### src/rtl/uart_rx_if.sv
// uart_rx_if: machine-bus slot used by the cpu to talk to the UART receiver.
//   addr     2  register select (0 DATA, 1 STATUS, 2 COUNT, 3 reserved)
//   rd_en    1  single-cycle read strobe
//   rd_data  8  registered read data
//   rd_valid 1  one-cycle pulse, the cycle after rd_en
//   wr_en    1  single-cycle write strobe
//   wr_data  8  write data (only STATUS is writable)
// master = cpu side, slave = uart_rx side.
interface uart_rx_if;
    logic [1:0] addr;
    logic       rd_en;
    logic [7:0] rd_data;
    logic       rd_valid;
    logic       wr_en;
    logic [7:0] wr_data;

    modport master (
        output addr, rd_en, wr_en, wr_data,
        input  rd_data, rd_valid
    );

    modport slave (
        input  addr, rd_en, wr_en, wr_data,
        output rd_data, rd_valid
    );
endinterface

### src/rtl/uart_rx.sv
// uart_rx: bus-mapped 8N1 UART receiver with a receive FIFO.
//   clk    in  system clock, all logic on posedge
//   rst_n  in  asynchronous active-low reset
//   bus    slave modport of uart_rx_if (addr/rd_en/rd_data/rd_valid/wr_en/wr_data)
//   rx     in  asynchronous serial line, idle high
// Registers: DATA (pop head), STATUS {frame_err, overrun, full, !empty},
// COUNT (occupancy). Writing STATUS with bit2/bit3 set clears overrun/frame_err.
module uart_rx #(
    parameter int DIV        = 104,
    parameter int FIFO_DEPTH = 16
) (
    input  logic      clk,
    input  logic      rst_n,
    uart_rx_if.slave  bus,
    input  logic      rx
);
    localparam int AW = $clog2(FIFO_DEPTH);
    localparam int CW = AW + 1;
    localparam logic [15:0] HALF_M1 = 16'(DIV / 2 - 1);
    localparam logic [15:0] FULL_M1 = 16'(DIV - 1);

    typedef enum logic [1:0] {S_IDLE, S_START, S_DATA, S_STOP} state_t;

    // ------------------------------------------------------------------
    // Input synchronizer plus one extra stage for falling-edge detection
    // ------------------------------------------------------------------
    logic rx_meta_q, rx_s_q, rx_prev_q;

    always_ff @(posedge clk or negedge rst_n) begin
        if (!rst_n) begin
            rx_meta_q <= 1'b1;
            rx_s_q    <= 1'b1;
            rx_prev_q <= 1'b1;
        end else begin
            rx_meta_q <= rx;
            rx_s_q    <= rx_meta_q;
            rx_prev_q <= rx_s_q;
        end
    end

    // ------------------------------------------------------------------
    // Receive FSM. push_q/frame_set_q are one-cycle strobes consumed by
    // the FIFO/flag logic in the following cycle.
    // ------------------------------------------------------------------
    state_t      state_q;
    logic [15:0] cnt_q;
    logic [2:0]  bit_q;
    logic [7:0]  shift_q;
    logic        push_q;
    logic [7:0]  push_data_q;
    logic        frame_set_q;

    always_ff @(posedge clk or negedge rst_n) begin
        if (!rst_n) begin
            state_q     <= S_IDLE;
            cnt_q       <= '0;
            bit_q       <= '0;
            shift_q     <= '0;
            push_q      <= 1'b0;
            push_data_q <= '0;
            frame_set_q <= 1'b0;
        end else begin
            push_q      <= 1'b0;
            frame_set_q <= 1'b0;
            case (state_q)
                S_IDLE: begin
                    // Only a genuine 1->0 transition starts a frame, so a
                    // line that stays low never retriggers.
                    if (!rx_s_q && rx_prev_q) begin
                        state_q <= S_START;
                        cnt_q   <= HALF_M1;
                    end
                end
                S_START: begin
                    if (cnt_q == '0) begin
                        if (!rx_s_q) begin
                            state_q <= S_DATA;
                            cnt_q   <= FULL_M1;
                            bit_q   <= '0;
                        end else begin
                            state_q <= S_IDLE;
                        end
                    end else begin
                        cnt_q <= cnt_q - 16'd1;
                    end
                end
                S_DATA: begin
                    if (cnt_q == '0) begin
                        shift_q <= {rx_s_q, shift_q[7:1]};
                        cnt_q   <= FULL_M1;
                        if (bit_q == 3'd7) begin
                            state_q <= S_STOP;
                        end
                        bit_q <= bit_q + 3'd1;
                    end else begin
                        cnt_q <= cnt_q - 16'd1;
                    end
                end
                S_STOP: begin
                    if (cnt_q == '0) begin
                        if (rx_s_q) begin
                            push_q      <= 1'b1;
                            push_data_q <= shift_q;
                        end else begin
                            frame_set_q <= 1'b1;
                        end
                        state_q <= S_IDLE;
                    end else begin
                        cnt_q <= cnt_q - 16'd1;
                    end
                end
                default: state_q <= S_IDLE;
            endcase
        end
    end

    // ------------------------------------------------------------------
    // FIFO storage: plain array, no reset, so it maps onto RAM.
    // ------------------------------------------------------------------
    logic [7:0]    mem_q [FIFO_DEPTH];
    logic [AW-1:0] wr_ptr_q, rd_ptr_q, wr_ptr_d, rd_ptr_d;
    logic [CW-1:0] count_q, count_d;
    logic          overrun_q, overrun_d;
    logic          frame_err_q, frame_err_d;
    logic [7:0]    rd_data_q, rd_data_d;
    logic          rd_valid_q;

    logic fifo_full, fifo_empty, pop, push_ok, ovr_set;
    logic clr_ovr, clr_ferr, status_wr;

    always_comb begin
        fifo_full  = (count_q == CW'(FIFO_DEPTH));
        fifo_empty = (count_q == '0);
        pop        = bus.rd_en && (bus.addr == 2'd0) && !fifo_empty;
        // A same-cycle pop frees the slot, so a push into a full FIFO is
        // still accepted in that case.
        push_ok    = push_q && (!fifo_full || pop);
        ovr_set    = push_q && fifo_full && !pop;

        wr_ptr_d = push_ok ? wr_ptr_q + AW'(1) : wr_ptr_q;
        rd_ptr_d = pop     ? rd_ptr_q + AW'(1) : rd_ptr_q;
        count_d  = count_q + CW'(push_ok) - CW'(pop);

        status_wr = bus.wr_en && (bus.addr == 2'd1);
        clr_ovr   = status_wr && bus.wr_data[2];
        clr_ferr  = status_wr && bus.wr_data[3];
        // Set has priority over a simultaneous clear.
        overrun_d   = ovr_set     | (overrun_q   & ~clr_ovr);
        frame_err_d = frame_set_q | (frame_err_q & ~clr_ferr);

        rd_data_d = '0;
        case (bus.addr)
            2'd0: rd_data_d = fifo_empty ? 8'h00 : mem_q[rd_ptr_q];
            2'd1: rd_data_d = {4'b0000, frame_err_q, overrun_q, fifo_full, !fifo_empty};
            2'd2: rd_data_d = 8'(count_q);
            default: rd_data_d = 8'h00;
        endcase
    end

    // Read-before-write on the same address: when full with push+pop, the
    // pop still sees the old head because mem_q updates at the same edge.
    always_ff @(posedge clk) begin
        if (push_ok) begin
            mem_q[wr_ptr_q] <= push_data_q;
        end
    end

    always_ff @(posedge clk or negedge rst_n) begin
        if (!rst_n) begin
            wr_ptr_q    <= '0;
            rd_ptr_q    <= '0;
            count_q     <= '0;
            overrun_q   <= 1'b0;
            frame_err_q <= 1'b0;
            rd_data_q   <= '0;
            rd_valid_q  <= 1'b0;
        end else begin
            wr_ptr_q    <= wr_ptr_d;
            rd_ptr_q    <= rd_ptr_d;
            count_q     <= count_d;
            overrun_q   <= overrun_d;
            frame_err_q <= frame_err_d;
            rd_valid_q  <= bus.rd_en;
            if (bus.rd_en) begin
                rd_data_q <= rd_data_d;
            end
        end
    end

    assign bus.rd_data  = rd_data_q;
    assign bus.rd_valid = rd_valid_q;

    // Only bits 2 and 3 of a STATUS write carry meaning.
    logic unused_wr_bits;
    assign unused_wr_bits = ^{bus.wr_data[7:4], bus.wr_data[1:0]};

endmodule

### src/flat_wrapper.sv
// flat-port wrapper written by rule: the top's interface ports become plain ports
module uart_rx_flat 
#(
    parameter int DIV        = 104,
    parameter int FIFO_DEPTH = 16
)
  (clk, rst_n, rx, bus_addr, bus_rd_en, bus_wr_en, bus_wr_data, bus_rd_data, bus_rd_valid);
  uart_rx_if bus_i ();
  input  logic clk;
  input  logic rst_n;
  input  logic rx;
  input wire logic [$bits(bus_i.addr)-1:0] bus_addr;
  input wire logic [$bits(bus_i.rd_en)-1:0] bus_rd_en;
  input wire logic [$bits(bus_i.wr_en)-1:0] bus_wr_en;
  input wire logic [$bits(bus_i.wr_data)-1:0] bus_wr_data;
  output wire logic [$bits(bus_i.rd_data)-1:0] bus_rd_data;
  output wire logic [$bits(bus_i.rd_valid)-1:0] bus_rd_valid;
  assign bus_i.addr = bus_addr;
  assign bus_i.rd_en = bus_rd_en;
  assign bus_i.wr_en = bus_wr_en;
  assign bus_i.wr_data = bus_wr_data;
  assign bus_rd_data = bus_i.rd_data;
  assign bus_rd_valid = bus_i.rd_valid;
  uart_rx #(.DIV(DIV), .FIFO_DEPTH(FIFO_DEPTH)) u_core (.clk(clk), .rst_n(rst_n), .bus(bus_i), .rx(rx));
endmodule
### config.mk
export PLATFORM = sky130hd
export DESIGN_NAME = uart_rx_flat
export DESIGN_NICKNAME = d
export VERILOG_FILES = /design/src/rtl/uart_rx_if.sv /design/src/rtl/uart_rx.sv /design/src/flat_wrapper.sv
export SDC_FILE = /design/constraint.sdc
export NUM_CORES = 1
export LEC_CHECK = 0
export CAP_MARGIN = 10
export CELL_PAD_IN_SITES_DETAIL_PLACEMENT = 1
export CELL_PAD_IN_SITES_GLOBAL_PLACEMENT = 1
export CORE_MARGIN = 4
export CORE_UTILIZATION = 47
export CTS_CLUSTER_SIZE = 20
export DETAILED_ROUTE_END_ITERATION = 10
export GPL_TIMING_DRIVEN = 0
export PLACE_DENSITY_LB_ADDON = 0.1
export RECOVER_POWER = 25
export SYNTH_ARGS = -nofsm -noshare
export SYNTH_HDL_FRONTEND = slang
export SYNTH_SLANG_ARGS = --single-unit
### constraint.sdc
create_clock -name clk -period 2.56 [get_ports clk]
set_input_delay 0.384 -clock clk [delete_from_list [all_inputs] [get_ports clk]]
set_output_delay 0.384 -clock clk [all_outputs]
set_load 0.05 [all_outputs]
==> impl_metrics.yaml, run 1 <==
status:
  outcome: "finished clean"
timing:
  skew_ns: 0.01884
  rsz0062_at_grt: "true"
  max_freq_mhz: 396.9
  hold_viol_final: 0
  max_slew.worst_pin.slew_ns: 0.9652
  timing.final.ws_setup_ns: 0.04057
  whs_ns: 0.3624
  finalSetupTns_ns: 0
  setup_viol: 0
  finalCritPeriodShare_pct: 98.42
  max_slew_margin_pct: 34.97
  drv_slew: 0
  period_minus_slack_ns: 2.519
global_route:
  track_usage_pct: 19.64
  grt_pass1_vias: 4903
  grt_pass1_wl_um: 28840
  antenna_found_initial: 0
  grt-ovfl-total: 0
  grt_max_degree: 64
pwr:
  ir_drop_uv: 727.7
  p_per_area_nw_per_um2: 980.8
  leakage_uw: 0.003420
route:
  routed_wl_um: 17980
  via_per_inst: 5.794
  drcViolationCount: 0
  drt_first_iter_violations: 383
  avgRoutedWirePerCell_um: 22.71
  route.vias.total: 4589
  final_antenna_net_count: 0
  drtPass1Iterations: 5
clocking:
  ctsRootBufferMaster: "clkbuf_16"
  clk_pin_slew_worst_paths_ns: 0.07
  clock-sinks: 194
  clockBufferDepth: 2
  cts_buffers: 17
  clock_latency_ns: 0.43
  tritoncts: "yes"
  cts_max_level: 4
synth:
  synth_cell_types: 62
  ys_seq_elements: 194
  synth_cells: 501
  synthArstFlopShare_pct: 34.02
  synthFlopType: "edfxtp_1"
  synthesis.area_um2: 8138
  syn_nets: 534
  synth_warnings: 0
  syn_area_per_cell_um2: 16.24
  yosysSeqAreaShare_pct: 67.57
  synth_edf_count: 128
die:
  io_pins: 24
  rows: 47
  die-area_um2: 19480
  fp.dieH_um: 139.6
  core-area_um2: 16760
  die_w_um: 139.6
  start_util_pct: 48.56
worst_setup_path:
  end_kind: "register"
  arrival_ns: 2.88
  cp.required_ns: 2.92
  crit_type: "reg2reg"
  start_kind: "register"
  crit_fanout: 5
  r2r_cells: 12
place:
  dp_hpwl_um: 11990
  io_buffers: 17
  gp_congestion: 0.7466
  place_ws_ns: -0.7104
flow_run:
  cap_violations: 0
final_layout:
  layout-drive-gt1-share_pct: 27.62
  area_growth_syn_to_layout_pct: 17.53
  antennaDiodeCount: 0
  nNetsFinal: 592
  post-route-util_pct: 57.07
worst_hold_path:
  hp-class: "reg2reg"
  holdPathStages: 0
## cells by family after synthesis
kind of cell / count (synthesis) / share of synthesized area, %
DFF: 194 / 67.57
and+or+nand+nor: 127 / 8.041
muxes: 60 / 13.48
AOI/OAI and AO/OA: 57 / 4.935
buffers and inverters: 30 / 1.491
adders and majority gates: 18 / 2.860
xor gates and xnor gates: 15 / 1.614
## cells in the mapped netlist, drive strengths merged, types with 2 or more instances
cell type / count / area, µm²
a2111oi: 3 / 26.28
a211oi: 2 / 15.01
a21boi: 2 / 15.02
a21o: 3 / 22.52
a21oi: 9 / 45.04
a221oi: 4 / 35.03
a22o: 5 / 45.04
a22oi: 3 / 22.52
and3: 4 / 25.02
buf: 11 / 50.05
clkbuf: 5 / 18.77
dfrtp: 63 / 1577
dfstp: 3 / 78.83
edfxtp: 128 / 3844
ha: 17 / 212.7
inv: 14 / 52.55
mux2: 17 / 191.4
mux2i: 5 / 50.05
mux4: 38 / 855.8
nand2: 30 / 112.6
nand2b: 4 / 25.02
nand3: 12 / 65.06
nand3b: 2 / 15.01
nand4: 6 / 37.54
nand4b: 2 / 17.52
nor2: 37 / 138.9
nor3: 12 / 60.06
nor3b: 2 / 15.01
nor4: 3 / 40.04
o21ai: 12 / 60.05
o311ai: 2 / 17.52
o31a: 2 / 17.52
o31ai: 2 / 15.01
or2: 3 / 18.77
or3: 3 / 20.02
or4b: 2 / 20.02
xnor2: 11 / 96.34
xor2: 4 / 35.03
## area by class of cell
cell class                 count  area (µm²)
buffer                        15       75.07
clock buffer                  17       425.4
clock inverter                15       123.9
fill                        1531        7196
inverter                      14       52.55
multi-input combinational    277        2741
sequential                   194        5499
tap                          220       275.3
timing repair buffer          40       371.6
## report_power, final
| part | switching, µW | total, µW | internal [µW] | leakage (µW) |
|---|---|---|---|---|
| clock network | 1190 | 2460 | 1270 | 0.000268 |
| registers | 312 | 3890 | 3580 | 0.00200 |
| logic | 1740 | 3030 | 1290 | 0.00116 |
## state kept, by name, summed over array words and instances (netlist names), named ones only
name / count
u_core.frame_set_q: 1
u_core.state_q: 1
u_core.wr_ptr_q: 4
u_core.bus.rd_valid: 1
u_core.bus.rd_data: 8
u_core.rd_ptr_q: 4
u_core.push_data_q: 8
u_core.cnt_q: 16
u_core.count_q: 5
u_core.rx_meta_q: 1
u_core.frame_err_q: 1
u_core.push_q: 1
u_core.bit_q: 3
u_core.shift_q: 8
u_core.overrun_q: 1
u_core.mem_q: 128
u_core.rx_s_q: 1
u_core.rx_prev_q: 1
## stage by stage
| stage | area, µm² | std cells | power, µW |
|---|---|---|---|
| global route | 9564 | 792 | 9975 |
| CTS | 9452 | 787 | 9317 |
| detailed placement | 8698 | 744 | 6761 |
| global placement | 8603 | 738 | 6636 |
| floorplan | 8158 | 501 | 5941 |
| finish | 9564 | 792 | 9381 |
## placed cells by master (no fill, tap or decap), drive strengths merged, types with 4 or more instances in the layout
cell / n
inv: 21
o21ai: 12
and3: 4
a221oi: 4
ha: 17
mux2i: 5
xor2: 4
mux4: 38
clkbuf: 23
edfxtp: 128
clkdlybuf4s50: 15
clkinv: 6
a21oi: 9
nand2: 30
dfrtp: 63
nor3: 12
nand3: 12
mux2: 17
nand2b: 4
nor2: 37
buf: 31
nand4: 6
xnor2: 11
a22o: 5
## path summary, 6_finish.rpt
check                      slack, ns              start                    end
min                             0.36   u_core.rx_meta_q          u_core.rx_s_q
max reg2reg                     0.04  u_core.count_q[2]      u_core.count_q[4]
min in group asynchronous       0.39              rst_n  u_core.bus.rd_data[7]
max in group asynchronous       1.44              rst_n       u_core.rx_prev_q
min reg2reg                     0.36   u_core.rx_meta_q          u_core.rx_s_q
max                             0.04  u_core.count_q[2]      u_core.count_q[4]
## routing by layer
| metal | GRT usage (%) | vias to the layer above | part of all wire [%] |
|---|---|---|---|
| met4 | 4.997 | 0 | 0.86 |
| met3 | 4.288 | 10 | 3.9 |
| met1 | 27.17 | 2428 | 44 |
| met5 | 0 | - | 0 |
| met2 | 32.14 | 81 | 51 |
| li1 | - | 2070 | - |
## critical path, cell delays in order, from the launching register on
cell	delay (ns)
dfrtp_1	0.39
inv_2	0.09
ha_4	0.13
or4b_4	0.48
nand3_4	0.14
or2_4	0.16
nand2_4	0.05
ha_4	0.16
fa_2	0.38
a21oi_2	0.16
nor2_1	0.06
nor2_1	0.12
xnor2_1	0.12
## timing repair
action,4_1_cts,5_1_grt
pin swaps,3,6
gates resized for setup,32,17
setup endpoints to repair,144,152
endpoints found under the hold margin,3,0
hold buffers,1,0
setup buffers,10,6
No activity file was read; power rests on OpenSTA's default activity.
==> run 2: changes to the inputs <==
--- a/config.mk
+++ b/config.mk
@@ -15,6 +15,7 @@
 export GPL_TIMING_DRIVEN = 0
 export PLACE_DENSITY_LB_ADDON = 0.1
 export RECOVER_POWER = 25
+export REMOVE_ABC_BUFFERS = 1
 export SYNTH_ARGS = -nofsm -noshare
 export SYNTH_HDL_FRONTEND = slang
 export SYNTH_SLANG_ARGS = --single-unit
==> run 2 against run 1 <==
  * The run now ends with capacitance limit, slew limit left
  * Register-to-register slack better by 0.02 ns
  * Combinational power decreased by 8.6%
  * Fmax rose by 0.78%
  * Clock-buffer cell count up 3
  * Largest cell class unchanged
==> impl_metrics.yaml, run 2 (synthesis gave the netlist of run 1 again) <==
clocking:
  clk_pin_slew_worst_paths_ns: 0.07
  cts_max_level: 4
  clockBufferDepth: 2
  cts_buffers: 17
  cts_hold_buffers: 0
  tritoncts: "yes"
  clock-sinks: 194
  ctsRootBufferMaster: "clkbuf_16"
  clock_latency_ns: 0.43
route:
  via_per_inst: 5.798
  drtPass1Iterations: 5
  drt_first_iter_violations: 314
  final_antenna_net_count: 0
  route.vias.total: 4476
  routed_wl_um: 17380
  avgRoutedWirePerCell_um: 22.51
  drcViolationCount: 0
die:
  rows: 47
  fp.dieH_um: 139.6
  io_pins: 24
  core-area_um2: 16760
  start_util_pct: 48.56
  die-area_um2: 19480
  die_w_um: 139.6
status:
  outcome: "finished, violations left"
  violations: "capacitance limit, slew limit"
final_layout:
  area_growth_syn_to_layout_pct: 16.61
  layout-drive-gt1-share_pct: 26.81
  nNetsFinal: 572
  regMostFlops: "u_core.mem_q"
  final_common_cell: "edfxtp_1"
  largestRegisters: "u_core.mem_q: 128 flops, u_core.cnt_q: 16 flops"
  largest_register_ffs: 128
  most-common-layout-cells: "edfxtp_1, dfrtp_1, mux4_2, nand2_1, nor2_1"
  antennaDiodeCount: 0
worst_hold_path:
  holdPathStages: 0
  hp-class: "reg2reg"
timing:
  max_freq_mhz: 400.0
  drv_slew: 67
  finalCritPeriodShare_pct: 97.66
  max_slew_margin_pct: -18.54
  max_slew.worst_pin.slew_ns: 1.778
  skew_ns: 0.009390
  timing.final.ws_setup_ns: 0.06003
  hold_viol_final: 0
  period_minus_slack_ns: 2.500
  setup_viol: 0
  whs_ns: 0.3631
place:
  gp_congestion: 0.7902
  dp_hpwl_um: 11140
  place_ws_ns: -0.8613
  io_buffers: 17
worst_setup_path:
  r2r_cells: 12
  crit_type: "reg2reg"
  start_kind: "register"
  crit_fanout: 4
  cp.required_ns: 2.91
  end_kind: "register"
  arrival_ns: 2.85
pwr:
  p_per_area_nw_per_um2: 986.9
  leakage_uw: 0.003352
  ir_drop_uv: 768.9
  p_total_uw: 9365
global_route:
  grt-ovfl-total: 0
  track_usage_pct: 18.76
  grt_max_degree: 67
  grt_pass1_vias: 4864
  antenna_found_initial: 0
  grt_pass1_wl_um: 27880
flow_run:
  cap_violations: 1
[run 2: path summary, 6_finish.rpt]
check / slack (ns) / start / to
setup / recovery: 0.06 / u_core.count_q[3] / u_core.count_q[4]
hold / removal: 0.36 / u_core.rx_meta_q / u_core.rx_s_q
setup reg to reg: 0.06 / u_core.count_q[3] / u_core.count_q[4]
hold reg to reg: 0.36 / u_core.rx_meta_q / u_core.rx_s_q
max in group asynchronous: 0.96 / rst_n / u_core.rd_ptr_q[0]
min in group asynchronous: 0.43 / rst_n / u_core.bus.rd_data[7]
[run 2: worst max-delay path, cell delays in order (launching register included)]
cell     delay [ns]
dfrtp_1        0.40
inv_2          0.09
ha_4           0.13
or4b_4         0.47
nand3_4        0.14
or2_4          0.15
nand2_4        0.06
ha_4           0.17
fa_2           0.34
a21oi_2        0.17
nor2_1         0.08
nor2_1         0.11
xnor2_1        0.12
[run 2: stage by stage]
| stage | area, µm² | utilization (%) | instances | TNS [ns] |
|---|---|---|---|---|
| floorplan | 8069 | - | 485 | -2.384 |
| global placement | 8514 | 50.80 | 722 | -200.04 |
| detailed placement | 8553 | 51.03 | 723 | -105.70 |
| CTS | 9344 | 55.75 | 764 | 0 |
| global route | 9489 | 56.62 | 772 | -0.07111 |
| finish | 9489 | 56.62 | 772 | 0 |
[run 2: power breakdown]
part / internal [µW] / switching (µW)
clock network: 1350 / 1140
registers: 3580 / 536
logic: 1290 / 1470
total: 6220 / 3150
[run 2: layout make-up]
class | instances | area [µm²]
clock inverter | 12 | 108.9
timing repair buffer | 35 | 362.8
tap | 220 | 275.3
clock buffer | 20 | 436.7
fill | 1550 | 7271
multi-input combinational | 277 | 2750
inverter | 14 | 52.55
sequential | 194 | 5503
[run 2: repair_timing]
action	CTS	global route
setup buffers	9	7
pin swaps	5	8
hold endpoints to repair	0	0
endpoints found under the setup margin	149	112
resized for setup	34	18
[run 2: per-layer routing]
| layer | share of wire [%] | global-route usage, % | vias to the layer above | wire length (µm) |
|---|---|---|---|---|
| met2 | 52 | 31.22 | 83 | 9015 |
| met1 | 43 | 25.16 | 2346 | 7508 |
| met4 | 1.4 | 5.915 | 0 | 244 |
| li1 | - | - | 2026 | - |
| met3 | 3.5 | 3.774 | 21 | 613 |
| met5 | 0 | 0 | - | 0 |
==> run 3: changes to the inputs <==
--- a/config.mk
+++ b/config.mk
@@ -16,6 +16,7 @@
 export PLACE_DENSITY_LB_ADDON = 0.1
 export RECOVER_POWER = 25
 export REMOVE_ABC_BUFFERS = 1
+export SLEW_MARGIN = 10
 export SYNTH_ARGS = -nofsm -noshare
 export SYNTH_HDL_FRONTEND = slang
 export SYNTH_SLANG_ARGS = --single-unit
==> run 3 against run 2 <==
  * The run still ends with capacitance limit, slew limit left
  * Global-route usage is 0.41 points lower
  * Combinational power is 3% lower
  * Non-clock buffer count stayed put
  * Clock power is 8% higher
  * Cell area is 0.59% lower
  * Core utilization is 0.34 points lower
  * Critical path type unchanged
  * Critical endpoint unchanged
==> impl_metrics.yaml, run 3 (synthesis gave the netlist of run 1 again) <==
worst_setup_path:
  end_kind: "register"
  arrival_ns: 2.82
  cp.required_ns: 2.91
  crit_fanout: 4
  start_kind: "register"
  crit_type: "reg2reg"
die:
  start_util_pct: 48.56
  rows: 47
  io_pins: 24
  die_w_um: 139.6
  core-area_um2: 16760
  fp.dieH_um: 139.6
  die-area_um2: 19480
clocking:
  cts_max_level: 4
  clockBufferDepth: 2
  ctsRootBufferMaster: "clkbuf_16"
  cts_buffers: 17
  clk_pin_slew_worst_paths_ns: 0.07
  clock_latency_ns: 0.42
  tritoncts: "yes"
  clock-sinks: 194
pwr:
  p_total_uw: 9506
  p_per_area_nw_per_um2: 1008
  ir_drop_uv: 780.4
  leakage_uw: 0.003381
global_route:
  grt-ovfl-total: 0
  grt_max_degree: 45
  antenna_found_initial: 0
  track_usage_pct: 18.36
  grt_pass1_vias: 4820
  grt_pass1_wl_um: 27500
timing:
  period_minus_slack_ns: 2.478
  setup_viol: 0
  rsz0062_at_grt: "true"
  max_slew_margin_pct: -1.049
  max_freq_mhz: 403.6
  drv_slew: 23
  finalCritPeriodShare_pct: 96.79
  skew_ns: 0.009847
  finalSetupTns_ns: 0
  hold_viol_final: 0
  max_slew.worst_pin.slew_ns: 1.516
route:
  routed_wl_um: 17020
  avgRoutedWirePerCell_um: 22.05
  drt_first_iter_violations: 310
  route.vias.total: 4450
  drtPass1Iterations: 4
  via_per_inst: 5.764
  final_antenna_net_count: 0
  drcViolationCount: 0
place:
  gp_congestion: 0.7902
  dp_hpwl_um: 11310
  io_buffers: 17
final_layout:
  regMostFlops: "u_core.mem_q"
  antennaDiodeCount: 0
  largestRegisters: "u_core.mem_q: 128 flops, u_core.cnt_q: 16 flops"
  area_growth_syn_to_layout_pct: 15.91
  nNetsFinal: 572
  layout-drive-gt1-share_pct: 26.45
  most-common-layout-cells: "edfxtp_1, dfrtp_1, mux4_2, nand2_1, nor2_1"
  largest_register_ffs: 128
  final_common_cell: "edfxtp_1"
status:
  violations: "capacitance limit, slew limit"
  outcome: "finished, violations left"
worst_hold_path:
  hp-class: "reg2reg"
flow_run:
  cap_violations: 1
-- run 3: cell types whose count changed in the layout (fill, tap and decap cells not counted), sizes merged --
cell	change
clkinv	-1
buf	-1
bufinv	+2
clkinvlp	-1
clkdlybuf4s50	+1
-- run 3: cell type report --
| type | instances | area [µm²] |
|---|---|---|
| Timing Repair Buffer | 35 | 331.6 |
| Tap cell | 220 | 275.3 |
| Multi-Input combinational cell | 277 | 2675 |
| Inverter | 14 | 52.55 |
| Fill cell | 1553 | 7327 |
| Sequential cell | 194 | 5505 |
| Clock buffer | 20 | 436.7 |
| Clock inverter | 12 | 156.4 |
-- run 3: final timing paths --
check	start	end	slack, ns	cells past startpoint
max reg2reg	u_core.count_q[2]	u_core.count_q[4]	0.08	12
min in group asynchronous	rst_n	u_core.bus.rd_data[6]	0.86	2
max in group asynchronous	rst_n	u_core.rx_prev_q	0.73	3
min reg2reg	u_core.rx_meta_q	u_core.rx_s_q	0.36	0
max	u_core.count_q[2]	u_core.count_q[4]	0.08	12
min	u_core.rx_meta_q	u_core.rx_s_q	0.36	0
-- run 3: per-stage QoR --
stage | utilization (%) | instances | setup WS [ns] | hold slack, ns | instance area, µm²
after floorplan | - | 485 | -0.2973 | 0.08841 | 8069
after global placement | 50.80 | 722 | -1.325 | 0.3462 | 8514
after detailed placement | 51.38 | 728 | -0.8477 | 0.3152 | 8611
after CTS | 55.89 | 767 | 0.001043 | 0.3461 | 9366
after global routing | 56.28 | 772 | -0.02916 | 0.3665 | 9433
final | 56.28 | 772 | 0.08210 | 0.3628 | 9433
-- run 3: routing by layer --
layer | global-route usage, % | wire [µm]
met2 | 29.64 | 8666
met1 | 26.07 | 7607
met4 | 5.507 | 189
met3 | 2.950 | 555
met5 | 0 | 0
-- run 3: report_power, final --
group	switching (µW)	internal, µW
clock	1130	1550
sequential	564	3580
combinational	1420	1270
total	3110	6400
-- run 3: timing repair --
item | 4_1_cts | 5_1_grt
endpoints found under the hold margin | 20 | 0
cloned | 0 | 0
hold buffers | 1 | 0
pin swaps | 6 | 7
setup buffers | 6 | 4
gates resized for setup | 32 | 8
setup endpoints to repair | 148 | 124
-- run 3: worst max-delay path, cell delays in order (launching register included) --
cell and delay (ns):
dfrtp_1 0.39, inv_2 0.09, ha_4 0.13, or4b_4 0.47, nand3_4 0.14, or2_4 0.15, nand2_4 0.05, ha_4 0.16
fa_2 0.34, a21oi_2 0.16, nor2_1 0.07, nor2_1 0.13, xnor2_1 0.13
